File: src/rtl/p4_router_egress_demux.sv
// Egress demux behind the VNP4 pipeline: steers each packet to one
// RTL egress port using a metadata FIFO keyed by egress ID.
module p4_router_egress_demux #(
  parameter int DATA_BYTES          = 8,
  parameter int USER_METADATA_WIDTH = 16,
  parameter int NUM_EGRESS          = 11,
  parameter int MD_FIFO_DEPTH       = 8
) (
  input  logic                              clk,
  input  logic                              sreset,
  input  logic [8*DATA_BYTES-1:0]           s_axis_tdata,
  input  logic [DATA_BYTES-1:0]             s_axis_tkeep,
  input  logic                              s_axis_tlast,
  input  logic                              s_axis_tvalid,
  output logic                              s_axis_tready,
  input  logic [USER_METADATA_WIDTH-1:0]    user_metadata_in,
  input  logic                              user_metadata_in_valid,
  output logic [NUM_EGRESS*8*DATA_BYTES-1:0] m_axis_tdata,
  output logic [NUM_EGRESS*DATA_BYTES-1:0]  m_axis_tkeep,
  output logic [NUM_EGRESS-1:0]             m_axis_tlast,
  output logic [NUM_EGRESS-1:0]             m_axis_tvalid,
  input  logic [NUM_EGRESS-1:0]             m_axis_tready,
  output logic [7:0]                        m_ingress_id,
  output logic [31:0]                       drop_count,
  output logic                              md_overflow
);

  localparam int AW = $clog2(MD_FIFO_DEPTH);
  localparam logic [8:0] NE = 9'(NUM_EGRESS);

  typedef enum logic [1:0] {IDLE, FWD, DROP} state_e;

  state_e        state_q, state_d;
  logic [7:0]    sel_q, sel_d;
  logic [7:0]    ing_q, ing_d;
  logic [31:0]   drop_q, drop_d;
  logic          ovf_q, ovf_d;
  logic [AW:0]   wr_ptr_q, wr_ptr_d;
  logic [AW:0]   rd_ptr_q, rd_ptr_d;
  logic [15:0]   mem_q [MD_FIFO_DEPTH];

  logic          empty, full, push, pop;
  logic [15:0]   head;
  logic          sel_ready;

  assign empty = (wr_ptr_q == rd_ptr_q);
  assign full  = (wr_ptr_q[AW] != rd_ptr_q[AW]) &&
                 (wr_ptr_q[AW-1:0] == rd_ptr_q[AW-1:0]);
  assign head  = mem_q[rd_ptr_q[AW-1:0]];

  // Broadcast payload; only tvalid is qualified per port
  assign m_axis_tdata = {NUM_EGRESS{s_axis_tdata}};
  assign m_axis_tkeep = {NUM_EGRESS{s_axis_tkeep}};
  assign m_axis_tlast = {NUM_EGRESS{s_axis_tlast}};

  assign m_ingress_id = ing_q;
  assign drop_count   = drop_q;
  assign md_overflow  = ovf_q;

  // Route valid to the selected port and take ready back from it
  always_comb begin
    m_axis_tvalid = '0;
    sel_ready     = 1'b0;
    for (int i = 0; i < NUM_EGRESS; i++) begin
      if (state_q == FWD && sel_q == 8'(i)) begin
        m_axis_tvalid[i] = s_axis_tvalid;
        sel_ready        = m_axis_tready[i];
      end
    end
  end

  assign s_axis_tready = (state_q == FWD) ? sel_ready
                                          : (state_q == DROP);

  // Packet FSM: pop metadata on packet start, then forward or drop
  always_comb begin
    state_d = state_q;
    sel_d   = sel_q;
    ing_d   = ing_q;
    drop_d  = drop_q;
    pop     = 1'b0;
    unique case (state_q)
      IDLE: begin
        if (!empty && s_axis_tvalid) begin
          pop     = 1'b1;
          sel_d   = head[15:8];
          ing_d   = head[7:0];
          state_d = ({1'b0, head[15:8]} < NE) ? FWD : DROP;
        end
      end
      FWD: begin
        if (s_axis_tvalid && sel_ready && s_axis_tlast)
          state_d = IDLE;
      end
      DROP: begin
        if (s_axis_tvalid && s_axis_tlast) begin
          state_d = IDLE;
          if (drop_q != 32'hFFFF_FFFF)
            drop_d = drop_q + 32'd1;
        end
      end
      default: state_d = IDLE;
    endcase
  end

  // Metadata FIFO control; a full FIFO still takes a push if it pops
  always_comb begin
    push     = user_metadata_in_valid && (!full || pop);
    ovf_d    = ovf_q | (user_metadata_in_valid && full && !pop);
    wr_ptr_d = wr_ptr_q + {{AW{1'b0}}, push};
    rd_ptr_d = rd_ptr_q + {{AW{1'b0}}, pop};
  end

  // State and pointer registers
  always_ff @(posedge clk) begin
    if (sreset) begin
      state_q  <= IDLE;
      sel_q    <= '0;
      ing_q    <= '0;
      drop_q   <= '0;
      ovf_q    <= 1'b0;
      wr_ptr_q <= '0;
      rd_ptr_q <= '0;
    end else begin
      state_q  <= state_d;
      sel_q    <= sel_d;
      ing_q    <= ing_d;
      drop_q   <= drop_d;
      ovf_q    <= ovf_d;
      wr_ptr_q <= wr_ptr_d;
      rd_ptr_q <= rd_ptr_d;
    end
  end

  // FIFO storage holds {egress_id, ingress_id}
  always_ff @(posedge clk) begin
    if (push)
      mem_q[wr_ptr_q[AW-1:0]] <= user_metadata_in[15:0];
  end

endmodule

File: config.mk
export PLATFORM = sky130hd
export DESIGN_NAME = p4_router_egress_demux
export DESIGN_NICKNAME = d
export VERILOG_FILES = /design/src/rtl/p4_router_egress_demux.sv
export SDC_FILE = /design/constraint.sdc
export NUM_CORES = 1
export LEC_CHECK = 0
export ABC_AREA = 1
export ABC_CLOCK_PERIOD_IN_PS = 3600
export BUFFER_PORTS_ARGS = -buffer_cell sky130_fd_sc_hd__buf_2
export CAP_MARGIN = 20
export CORE_AREA = 4 4 371 373
export DETAILED_ROUTE_END_ITERATION = 8
export DIE_AREA = 0 0 375 377
export PLACE_DENSITY = 0.33
export SYNTH_ARGS = -nofsm -noshare
export SYNTH_HDL_FRONTEND = slang
export SYNTH_SLANG_ARGS = --single-unit
export TNS_END_PERCENT = 5
File: constraint.sdc
create_clock -name clk -period 3.6 [get_ports clk]
set_input_delay 0.36 -clock clk [delete_from_list [all_inputs] [get_ports clk]]
set_output_delay 0.36 -clock clk [all_outputs]
set_load 0.05 [all_outputs]
==> results of run 1 <==
==> sequential cells by signal, summed over array words and instances, names as in the netlist <==
register	flops
m_ingress_id	8
md_overflow	1
mem_q	128
wr_ptr_q	4
sel_q	8
state_q	2
rd_ptr_q	4
drop_count	32
==> critical path: stages, from the launching register on <==
cell     delay, ps
dfxtp_1        460
inv_1          140
nor4_4         400
nand3_1        120
nand2_1         80
inv_1           40
nand3_1         70
nand2_1         60
nand3_1         90
nand2_1         60
nand2_1         70
buf_2          260
==> layer usage <==
| metal | global-route usage, % | part of all wire (%) | up-vias |
|---|---|---|---|
| met5 | 1.48 | 0.30 | - |
| met4 | 1.16 | 0.71 | 6 |
| met3 | 11.4 | 28 | 53 |
| met2 | 11.9 | 40 | 916 |
| met1 | 7.64 | 31 | 3187 |
| li1 | - | - | 2979 |
==> area by class of cell <==
| cell class | count | area [um^2] | area share [%] |
|---|---|---|---|
| Timing Repair Buffer | 113 | 611 | 5.37 |
| Antenna cell | 1 | 2.50 | 0.0220 |
| Multi-Input combinational cell | 513 | 2610 | 22.9 |
| Tap cell | 1781 | 2230 | 19.6 |
| Inverter | 68 | 258 | 2.27 |
| Clock buffer | 17 | 425 | 3.74 |
| Clock inverter | 15 | 205 | 1.81 |
| Sequential cell | 187 | 5030 | 44.2 |
==> synthesized netlist by cell type (9+ instances only) <==
library cell / n / area [um^2]
dfxtp_1: 59 / 1180
inv_1: 59 / 221
a21oi_1: 25 / 125
clkbuf_1: 20 / 75.1
xor2_1: 9 / 78.8
o22ai_1: 31 / 194
nand4_1: 10 / 62.6
nor2_1: 144 / 541
edfxtp_1: 128 / 3840
buf_4: 803 / 6030
a31oi_1: 12 / 75.1
nor3_1: 14 / 70.1
o21ai_0: 90 / 450
nand2_1: 94 / 353
nand3_1: 28 / 140
==> cells by family after synthesis <==
group           share of synthesized area [%]
compound gates                           6.39
xor+xnor                                0.873
fa+ha+maj                               0.445
buf+inv                                  45.8
flops                                    35.8
mux                                     0.356
simple gates                             10.3
==> per-stage QoR <==
stage	util [%]	hold WS (ps)	std cells	area [um^2]
3_3_place_gp	7.97	473	2662	10700
2_1_floorplan	-	452	1603	14000
6_report	8.44	161	2695	11400
4_1_cts	8.44	111	2694	11400
5_1_grt	8.44	130	2694	11400
3_5_place_dp	7.97	484	2662	10700
==> power by group through the flow <==
stage	Sequential (W)	Combinational, W	Clock, W
after floorplan	0.00260	0.00303	0
after global placement	0.00252	0.00112	0
after detailed placement	0.00252	0.00111	0
after CTS	0.00248	0.00111	0.00217
after global routing	0.00249	0.00120	0.00224
final	0.00247	0.00107	0.00207
==> how the worst min path moves through the flow <==
stage	endpoint	cells past startpoint	start
6_report	mem_q[2][15]	1	user_metadata_in[15]
3_5_place_dp	drop_count[10]	1	drop_count[10]
5_1_grt	mem_q[2][15]	1	user_metadata_in[15]
4_1_cts	mem_q[3][6]	1	user_metadata_in[6]
3_3_place_gp	wr_ptr_q[3]	2	wr_ptr_q[3]
2_1_floorplan	wr_ptr_q[3]	2	wr_ptr_q[3]
==> impl_metrics.csv, run 1 <==
group,metric,value,unit
clock_network,cts_tree,"built",
yosys,ys_seq_elements,187,
yosys,yosys_warnings,0,
setup_path,cp-end-kind,"primary output",
setup_path,reg2reg_slack,950,ps
yosys,synth_cell_type_count,40,
global_route,grtUsageTotal,8.58,%
layout,syn_to_final_growth,-19.1,%
sta,layout_setup_ws,908,ps
setup_path,startpoint_type,"flop",
sta,worst_slew_pin_slew,983,ps
clock_network,postCtsSetupRepairBufs,0,
setup_path,path_class,"flop to primary output",
clock_network,postCtsHoldBufs,0,
global_route,grt_pass1_wl,79300,um
clock_network,cts_sinks,187,
power_and_ir_drop,clkPwrFrac,36.9,%
drt,firstDrtPassIters,4,
setup_path,worstSetupStartpoint,"sel_q[1]",
die,row_count,135,
yosys,syn-instance-count,1603,
power_and_ir_drop,p_comb_share,19.1,%
global_route,first_global_vias,6895,
power_and_ir_drop,p_switching,0.00198,W
power_and_ir_drop,vdd_drop_max,0.000264,V
drt,wl_per_cell,23.4,um
drt,drc,0,
power_and_ir_drop,finalPower,0.00562,W
die,die_width,375,um
clock_network,worstSkewPairLatency,490,ps
yosys,synth_nets,1712,
yosys,netlist_area,14000,um^2
placed_design,place.gp.congestion,0.723,
sta,period_minus_slack,2690,ps
status,status,"finished clean",
yosys,synth-main-ff-cell,"edfxtp_1",
die,start_util,10.4,%
clock_network,cts_buffer_depth,2,
layout,layout_common_cells,"135 x nor2_1, 128 x edfxtp_1, 95 x buf_2, 94 x nand2_1, 90 x o21ai_0",
global_route,antenna_found_initial,4,
power_and_ir_drop,total_leakage_power,3.65,nW
drt,vias,7141,
sta,slew_violations,0,
setup_path,arrival,2330,ps
die,pin_count,960,
setup_path,worstPathRequired,3240,ps
setup_path,timing.rr.start,"wr_ptr_q[2]",
setup_path,endpoint,"s_axis_tready",
power_and_ir_drop,p_seq_share,44.0,%
yosys,async_reset_ff_share,0,%
layout,final_common_cell,"nor2_1",
global_route,globalRouteOverflowTotal,0,
hold_path,min_path_type,"primary input to flop",
sta,rsz0062_at_grt,"no",
sta,fin_tns_setup,0,ps
power_and_ir_drop,netSwitchingFraction,35.3,%
setup_path,r2r_end,"mem_q[2][14]",
yosys,avgSynthCellArea,8.76,um^2
sta,relSlewSlack,34.5,%
setup_path,path_max_fanout,7,
layout,final_nets,1009,
die,die_area,141000,um^2
drt,antenna_left,0,
placed_design,port_buffers,95,
placed_design,dp_slack,942,ps
power_and_ir_drop,powerDensity,495,nW/um^2
clock_network,htree_num_levels,4,
drt,viasPerCell,2.65,
die,coreArea,135000,um^2
setup_path,reg2reg_depth,10,
clock_network,cts.repair.resized,0,
yosys,ys_seq_area_share,35.8,%
placed_design,dp_hpwl,50400,um
yosys,synth_edf_count,128,
clock_network,clk_pin_slew,100,ps
clock_network,cts_buffers,17,
layout,drive_gt1_share,20.0,%
clock_network,root_buffer,"clkbuf_16",
sta,final.setup_skew,21.8,ps
layout,fill_cells,15700,
sta,clock.fmax,0.372,GHz
sta,hold_viol,0,
die,die_height,377,um
drt,routed_wl,63000,um
drt,drt_iter0_markers,495,
sta,setup_violations,0,
flow_run,drv_cap,0,
power_and_ir_drop,internal-power,0.00364,W
global_route,grt_max_degree,65,
sta,finalCritPeriodShare,74.8,%
(Power assumes the default switching activity.)
==> run 2, diff against run 1 <==
--- a/config.mk
+++ b/config.mk
@@ -6,13 +6,13 @@
 export NUM_CORES = 1
 export LEC_CHECK = 0
 export ABC_AREA = 1
-export ABC_CLOCK_PERIOD_IN_PS = 3600
+export ABC_CLOCK_PERIOD_IN_PS = 2300
 export BUFFER_PORTS_ARGS = -buffer_cell sky130_fd_sc_hd__buf_2
 export CAP_MARGIN = 20
-export CORE_AREA = 4 4 371 373
+export CORE_AREA = 4 4 369 371
 export DETAILED_ROUTE_END_ITERATION = 8
-export DIE_AREA = 0 0 375 377
-export PLACE_DENSITY = 0.33
+export DIE_AREA = 0 0 373 375
+export PLACE_DENSITY = 0.34
 export SYNTH_ARGS = -nofsm -noshare
 export SYNTH_HDL_FRONTEND = slang
 export SYNTH_SLANG_ARGS = --single-unit
==> constraint.sdc (replaced) <==
create_clock -name clk -period 2.3 [get_ports clk]
set_input_delay 0.23 -clock clk [delete_from_list [all_inputs] [get_ports clk]]
set_output_delay 0.23 -clock clk [all_outputs]
set_load 0.05 [all_outputs]
==> run 2 against run 1 <==
  * The flow now finishes with violations (negative setup slack)
  * Combinational power grew 89%
  * Total power increased by 60%
  * Sequential cell count is the same
  * Register-to-register slack got worse by 810 ps
  * First-iteration DRC count up 8.1%
  * Cell count grew 1.7%
  * Worst setup slack got worse by 930 ps
  * Via count grew 2.3%
  * Largest cell class unchanged
  * Largest power group unchanged
  * Highest routed layer unchanged
==> impl_metrics.csv, run 2 (synthesis results as in run 1) <==
group,metric,value,unit
global_route,met3_usage,10.2,%
layout,fill_cells,15400,
drt,antenna_left,0,
layout,finalInstanceArea,12100,um^2
drt,routed_wl,61100,um
placed_design,dpl_cell_area,11100,um^2
global_route,first_global_vias,7304,
placed_design,dp_hpwl,50100,um
drt,firstDrtPassIters,5,
power_and_ir_drop,internal-power,0.00589,W
power_and_ir_drop,total_leakage_power,3.99,nW
global_route,globalRouteOverflowTotal,0,
layout,post-route-util,9.07,%
status,violations,"negative setup slack",
power_and_ir_drop,vdd_drop_max,0.000581,V
setup_path,arrival,2090,ps
global_route,use_met1,7.96,%
sta,relSlewSlack,61.6,%
layout,final_nets,1067,
sta,finalCritPeriodShare,101,%
layout,final_common_cell,"nor2_1",
power_and_ir_drop,p_switching,0.00312,W
layout,drive_gt1_share,27.5,%
sta,hold_ws,46.6,ps
drt,drc,0,
power_and_ir_drop,netSwitchingFraction,34.6,%
global_route,grt_max_degree,65,
sta,layout_setup_ws,-18.3,ps
clock_network,cts_buffer_depth,2,
setup_path,worstPathRequired,2070,ps
clock_network,cts_sinks,187,
sta,hold_viol,0,
status,status,"finished with violations",
die,coreArea,133000,um^2
layout,layout_common_cells,"135 x nor2_1, 128 x edfxtp_1, 88 x o21ai_0, 88 x buf_2, 87 x nand2_1",
hold_path,min_path_type,"primary input to flop",
flow_run,drv_cap,0,
setup_path,path_max_fanout,3,
power_and_ir_drop,p_comb_share,22.4,%
layout,syn_to_final_growth,-14.1,%
sta,slew_violations,0,
sta,final.setup_skew,15.5,ps
hold_path,hold_start,"user_metadata_in[3]",
sta,setup_violations,1,
setup_path,startpoint_type,"flop",
power_and_ir_drop,p_seq_share,43.2,%
clock_network,cts_buffers,17,
die,die_width,373,um
power_and_ir_drop,finalPower,0.00901,W
setup_path,path_class,"flop to primary output",
die,start_util,10.6,%
clock_network,cts_tree,"built",
power_and_ir_drop,clkPwrFrac,34.4,%
global_route,grt_use_met2,11.2,%
global_route,grtUsageTotal,8.41,%
die,die_area,140000,um^2
drt,drt_iter0_markers,535,
sta,clock.fmax,0.431,GHz
global_route,grt_busiest_layer,"met2",
sta,rsz0062_at_grt,"yes",
clock_network,clk_pin_slew,80,ps
placed_design,port_buffers,95,
layout,largest_register_ffs,128,
die,row_count,134,
setup_path,cp-end-kind,"primary output",
die,die_height,375,um
setup_path,worstSetupStartpoint,"state_q[0]",
clock_network,worstSkewPairLatency,500,ps
global_route,antenna_found_initial,1,
drt,viasPerCell,2.67,
drt,wl_per_cell,22.3,um
clock_network,root_buffer,"clkbuf_16",
setup_path,timing.rr.start,"wr_ptr_q[2]",
clock_network,htree_num_levels,4,
sta,worst_slew_pin_slew,575,ps
die,pin_count,960,
drt,vias,7308,
global_route,grt_pass1_wl,77900,um
power_and_ir_drop,powerDensity,747,nW/um^2
sta,period_minus_slack,2320,ps
placed_design,place.gp.congestion,0.745,
[run 2: changes by cell type in the layout (fill, tap and decap cells not counted), moves of 7 or more]
| cell | change |
|---|---|
| buf_4 | +43 |
| dfxtp_1 | -10 |
| dfxtp_2 | +8 |
| buf_2 | -7 |
| buf_6 | +7 |
| nand2_1 | -7 |
[run 2: final timing paths]
| check | end | slack, ps | depth (start not counted) |
|---|---|---|---|
| setup / recovery | s_axis_tready | -20 | 9 |
| hold / removal | mem_q[5][3] | 50 | 1 |
| setup reg to reg | wr_ptr_q[2] | 140 | 12 |
| hold reg to reg | drop_count[4] | 480 | 2 |
[run 2: power groups by stage]
stage	clock, W	combinational [W]	sequential (W)
finish	0.00310	0.00202	0.00389
global route	0.00336	0.00223	0.00392
CTS	0.00325	0.00200	0.00388
detailed placement	0	0.00195	0.00394
global placement	0	0.00198	0.00394
floorplan	0	0.00475	0.00407
[run 2: area by class of cell]
cell class                 instances  area, um^2  area share [%]
timing repair buffer             171        1180            9.82
tap                             1768        2210            18.3
multi-input combinational        513        2740            22.7
antenna                            2        5.00          0.0415
clock buffer                      17         425            3.53
clock inverter                    15         188            1.56
inverter                          68         260            2.16
sequential                       187        5040            41.8
[run 2: timing repair]
| action | 4_1_cts | 5_1_grt |
|---|---|---|
| endpoints found under the setup margin | 21 | 135 |
| gates resized for setup | 22 | 48 |
| hold endpoints to repair | 11 | 0 |
| setup buffers | 4 | 4 |
| pin swaps | 12 | 16 |
| hold buffers | 5 | 0 |
[run 2: through the flow]
| stage | setup TNS [ps] | setup slack, ps | instances |
|---|---|---|---|
| detailed placement | -1060 | -68.7 | 2696 |
| CTS | -129 | -129 | 2736 |
| finish | -18.3 | -18.3 | 2741 |
| floorplan | -14420 | -161 | 1603 |
| global placement | -2790 | -169 | 2696 |
| global route | -456 | -184 | 2740 |
[run 2: metal layers]
layer / routed length [um] / share of wire [%] / vias up
met5: 321 / 0.53 / -
li1: - / - / 3106
met4: 1250 / 2.0 / 6
met1: 20400 / 33 / 3287
met2: 23900 / 39 / 815
met3: 15200 / 25 / 94
[run 2: worst max-delay path: stages (launching register included)]
cell     delay, ps
dfxtp_4        380
inv_4           40
nor2_4         110
inv_2           60
nor4_4         280
nand2_1        180
or2_1          270
nand2_2         70
nand2_2         60
buf_8          150
==> run 3, diff against run 2 <==
--- a/config.mk
+++ b/config.mk
@@ -13,6 +13,7 @@
 export DETAILED_ROUTE_END_ITERATION = 8
 export DIE_AREA = 0 0 373 375
 export PLACE_DENSITY = 0.34
+export SETUP_SLACK_MARGIN = 0.2
 export SYNTH_ARGS = -nofsm -noshare
 export SYNTH_HDL_FRONTEND = slang
 export SYNTH_SLANG_ARGS = --single-unit
==> run 3 against run 2 <==
  * Largest power group unchanged
  * Wire length rose by 1.4%
  * Worst setup slack got worse by 150 ps
  * The run still ends with negative setup slack left
  * Combinational power rose by 18%
  * Critical endpoint unchanged
  * Worst hold slack improved by 1.6 ps
  * Critical path depth rose by 1
  * Sequential power barely moved
  * Maximum frequency fell by 6.0%
  * Largest cell class unchanged
  * First-iteration DRC count fell by 2.6%
==> impl_metrics.csv, run 3 (synthesis results as in run 1) <==
group,metric,value,unit
status,violations,"negative setup slack",
power_and_ir_drop,vdd_drop_max,0.000581,V
power_and_ir_drop,internal-power,0.00612,W
placed_design,port_buffers,95,
sta,setup_violations,1,
clock_network,worstSkewPairLatency,490,ps
sta,clock.fmax,0.405,GHz
layout,syn_to_final_growth,-9.46,%
layout,fill_cells,15300,
global_route,grt_max_degree,65,
sta,relSlewSlack,61.2,%
setup_path,startpoint_type,"flop",
power_and_ir_drop,p_seq_share,41.4,%
sta,layout_setup_ws,-167,ps
clock_network,cts_buffer_depth,2,
setup_path,path_max_fanout,4,
drt,wl_per_cell,22.5,um
hold_path,min_path_type,"primary input to flop",
global_route,antenna_found_initial,1,
layout,layout_common_cells,"128 x edfxtp_1, 116 x nor2_1, 83 x buf_2, 81 x nand2_1, 80 x o21ai_0",
sta,worst_slew_pin_slew,581,ps
setup_path,worstPathRequired,2070,ps
power_and_ir_drop,p_comb_share,25.5,%
layout,final_nets,1085,
placed_design,dpl_cell_area,11100,um^2
power_and_ir_drop,clkPwrFrac,33.1,%
layout,drive_gt1_share,34.2,%
drt,firstDrtPassIters,5,
placed_design,place.gp.congestion,0.745,
drt,antenna_left,0,
flow_run,drv_cap,0,
sta,slew_violations,0,
power_and_ir_drop,powerDensity,738,nW/um^2
setup_path,path_class,"flop to primary output",
power_and_ir_drop,finalPower,0.00938,W
global_route,first_global_vias,7343,
drt,drc,0,
die,row_count,134,
layout,finalInstanceArea,12700,um^2
die,die_height,375,um
setup_path,cp-end-kind,"primary output",
sta,period_minus_slack,2470,ps
clock_network,cts_buffers,17,
status,status,"finished with violations",
power_and_ir_drop,p_switching,0.00326,W
die,coreArea,133000,um^2
placed_design,dp_hpwl,50100,um
power_and_ir_drop,total_leakage_power,4.24,nW
global_route,globalRouteOverflowTotal,0,
sta,finalCritPeriodShare,107,%
die,pin_count,960,
setup_path,arrival,2240,ps
layout,final_common_cell,"edfxtp_1",
drt,routed_wl,62000,um
sta,hold_ws,48.2,ps
clock_network,cts_tree,"built",
die,die_area,140000,um^2
die,start_util,10.6,%
clock_network,root_buffer,"clkbuf_16",
sta,hold_viol,0,
drt,viasPerCell,2.69,
drt,drt_iter0_markers,521,
sta,rsz0062_at_grt,"yes",
global_route,grt_pass1_wl,78100,um
clock_network,cts_sinks,187,
sta,final.setup_skew,15.9,ps
layout,largest_register_ffs,128,
drt,vias,7423,
clock_network,clk_pin_slew,80,ps
die,die_width,373,um
global_route,grtUsageTotal,8.43,%
power_and_ir_drop,netSwitchingFraction,34.8,%
clock_network,htree_num_levels,4,
[run 3: cell count changes in the layout (fill, tap and decap cells not counted), sizes merged]
cell    change
buf        +16
clkbuf      +2
[run 3: final timing paths]
| check | cells past startpoint | start | endpoint | slack (ps) |
|---|---|---|---|---|
| max | 10 | state_q[1] | s_axis_tready | -170 |
| max reg2reg | 12 | wr_ptr_q[0] | wr_ptr_q[2] | 170 |
| min reg2reg | 2 | drop_count[4] | drop_count[4] | 480 |
| min | 1 | user_metadata_in[7] | mem_q[1][7] | 50 |
[run 3: layer usage]
metal | share of wire (%) | global-route usage, %
met4 | 2.5 | 2.36
met5 | 0.52 | 2.16
met3 | 25 | 10.2
met1 | 33 | 8.01
met2 | 39 | 11.1
[run 3: layout make-up]
cell class / count / area, um^2 / share of cell area [%]
diodes: 2 / 5.00 / 0.0394
clock buffers: 17 / 425 / 3.35
clock inverters: 15 / 188 / 1.48
inverters: 68 / 273 / 2.14
multi-input cells: 513 / 3040 / 23.9
flip-flops and latches: 187 / 5040 / 39.7
well taps: 1768 / 2210 / 17.4
repair buffers: 189 / 1530 / 12.0
[run 3: metrics by stage]
stage / worst slack, ps / TNS, ps / instances / utilization (%)
after floorplan: -161 / -14420 / 1603 / -
after global placement: -169 / -2790 / 2696 / 8.37
after detailed placement: -68.7 / -1060 / 2696 / 8.37
after CTS: -158 / -158 / 2737 / 9.15
after global routing: -293 / -718 / 2758 / 9.56
final: -167 / -167 / 2759 / 9.57
[run 3: what timing repair did]
action / 4_1_cts / 5_1_grt
gates resized for setup: 101 / 89
cloned: 0 / 4
pin swaps: 39 / 41
buffers inserted: 4 / 16
endpoints found under the hold margin: 11 / 0
hold buffers: 5 / 0
endpoints found under the setup margin: 153 / 175
[run 3: power groups by stage]
stage                     Clock (W)  Sequential, W  Combinational, W
final                       0.00310        0.00388           0.00239
after global routing        0.00336        0.00391           0.00261
after CTS                   0.00325        0.00388           0.00206
after detailed placement          0        0.00394           0.00195
after global placement            0        0.00394           0.00198
after floorplan                   0        0.00407           0.00475
[run 3: worst max-delay path, cell delays in order (launching register included)]
cell and delay [ps]:
dfxtp_2 330, buf_4 150, nor2_4 130, inv_2 60
nor4_4 290, buf_4 180, nand2_4 60, or2_1 270
nand2_2 70, nand2_2 60, buf_8 150
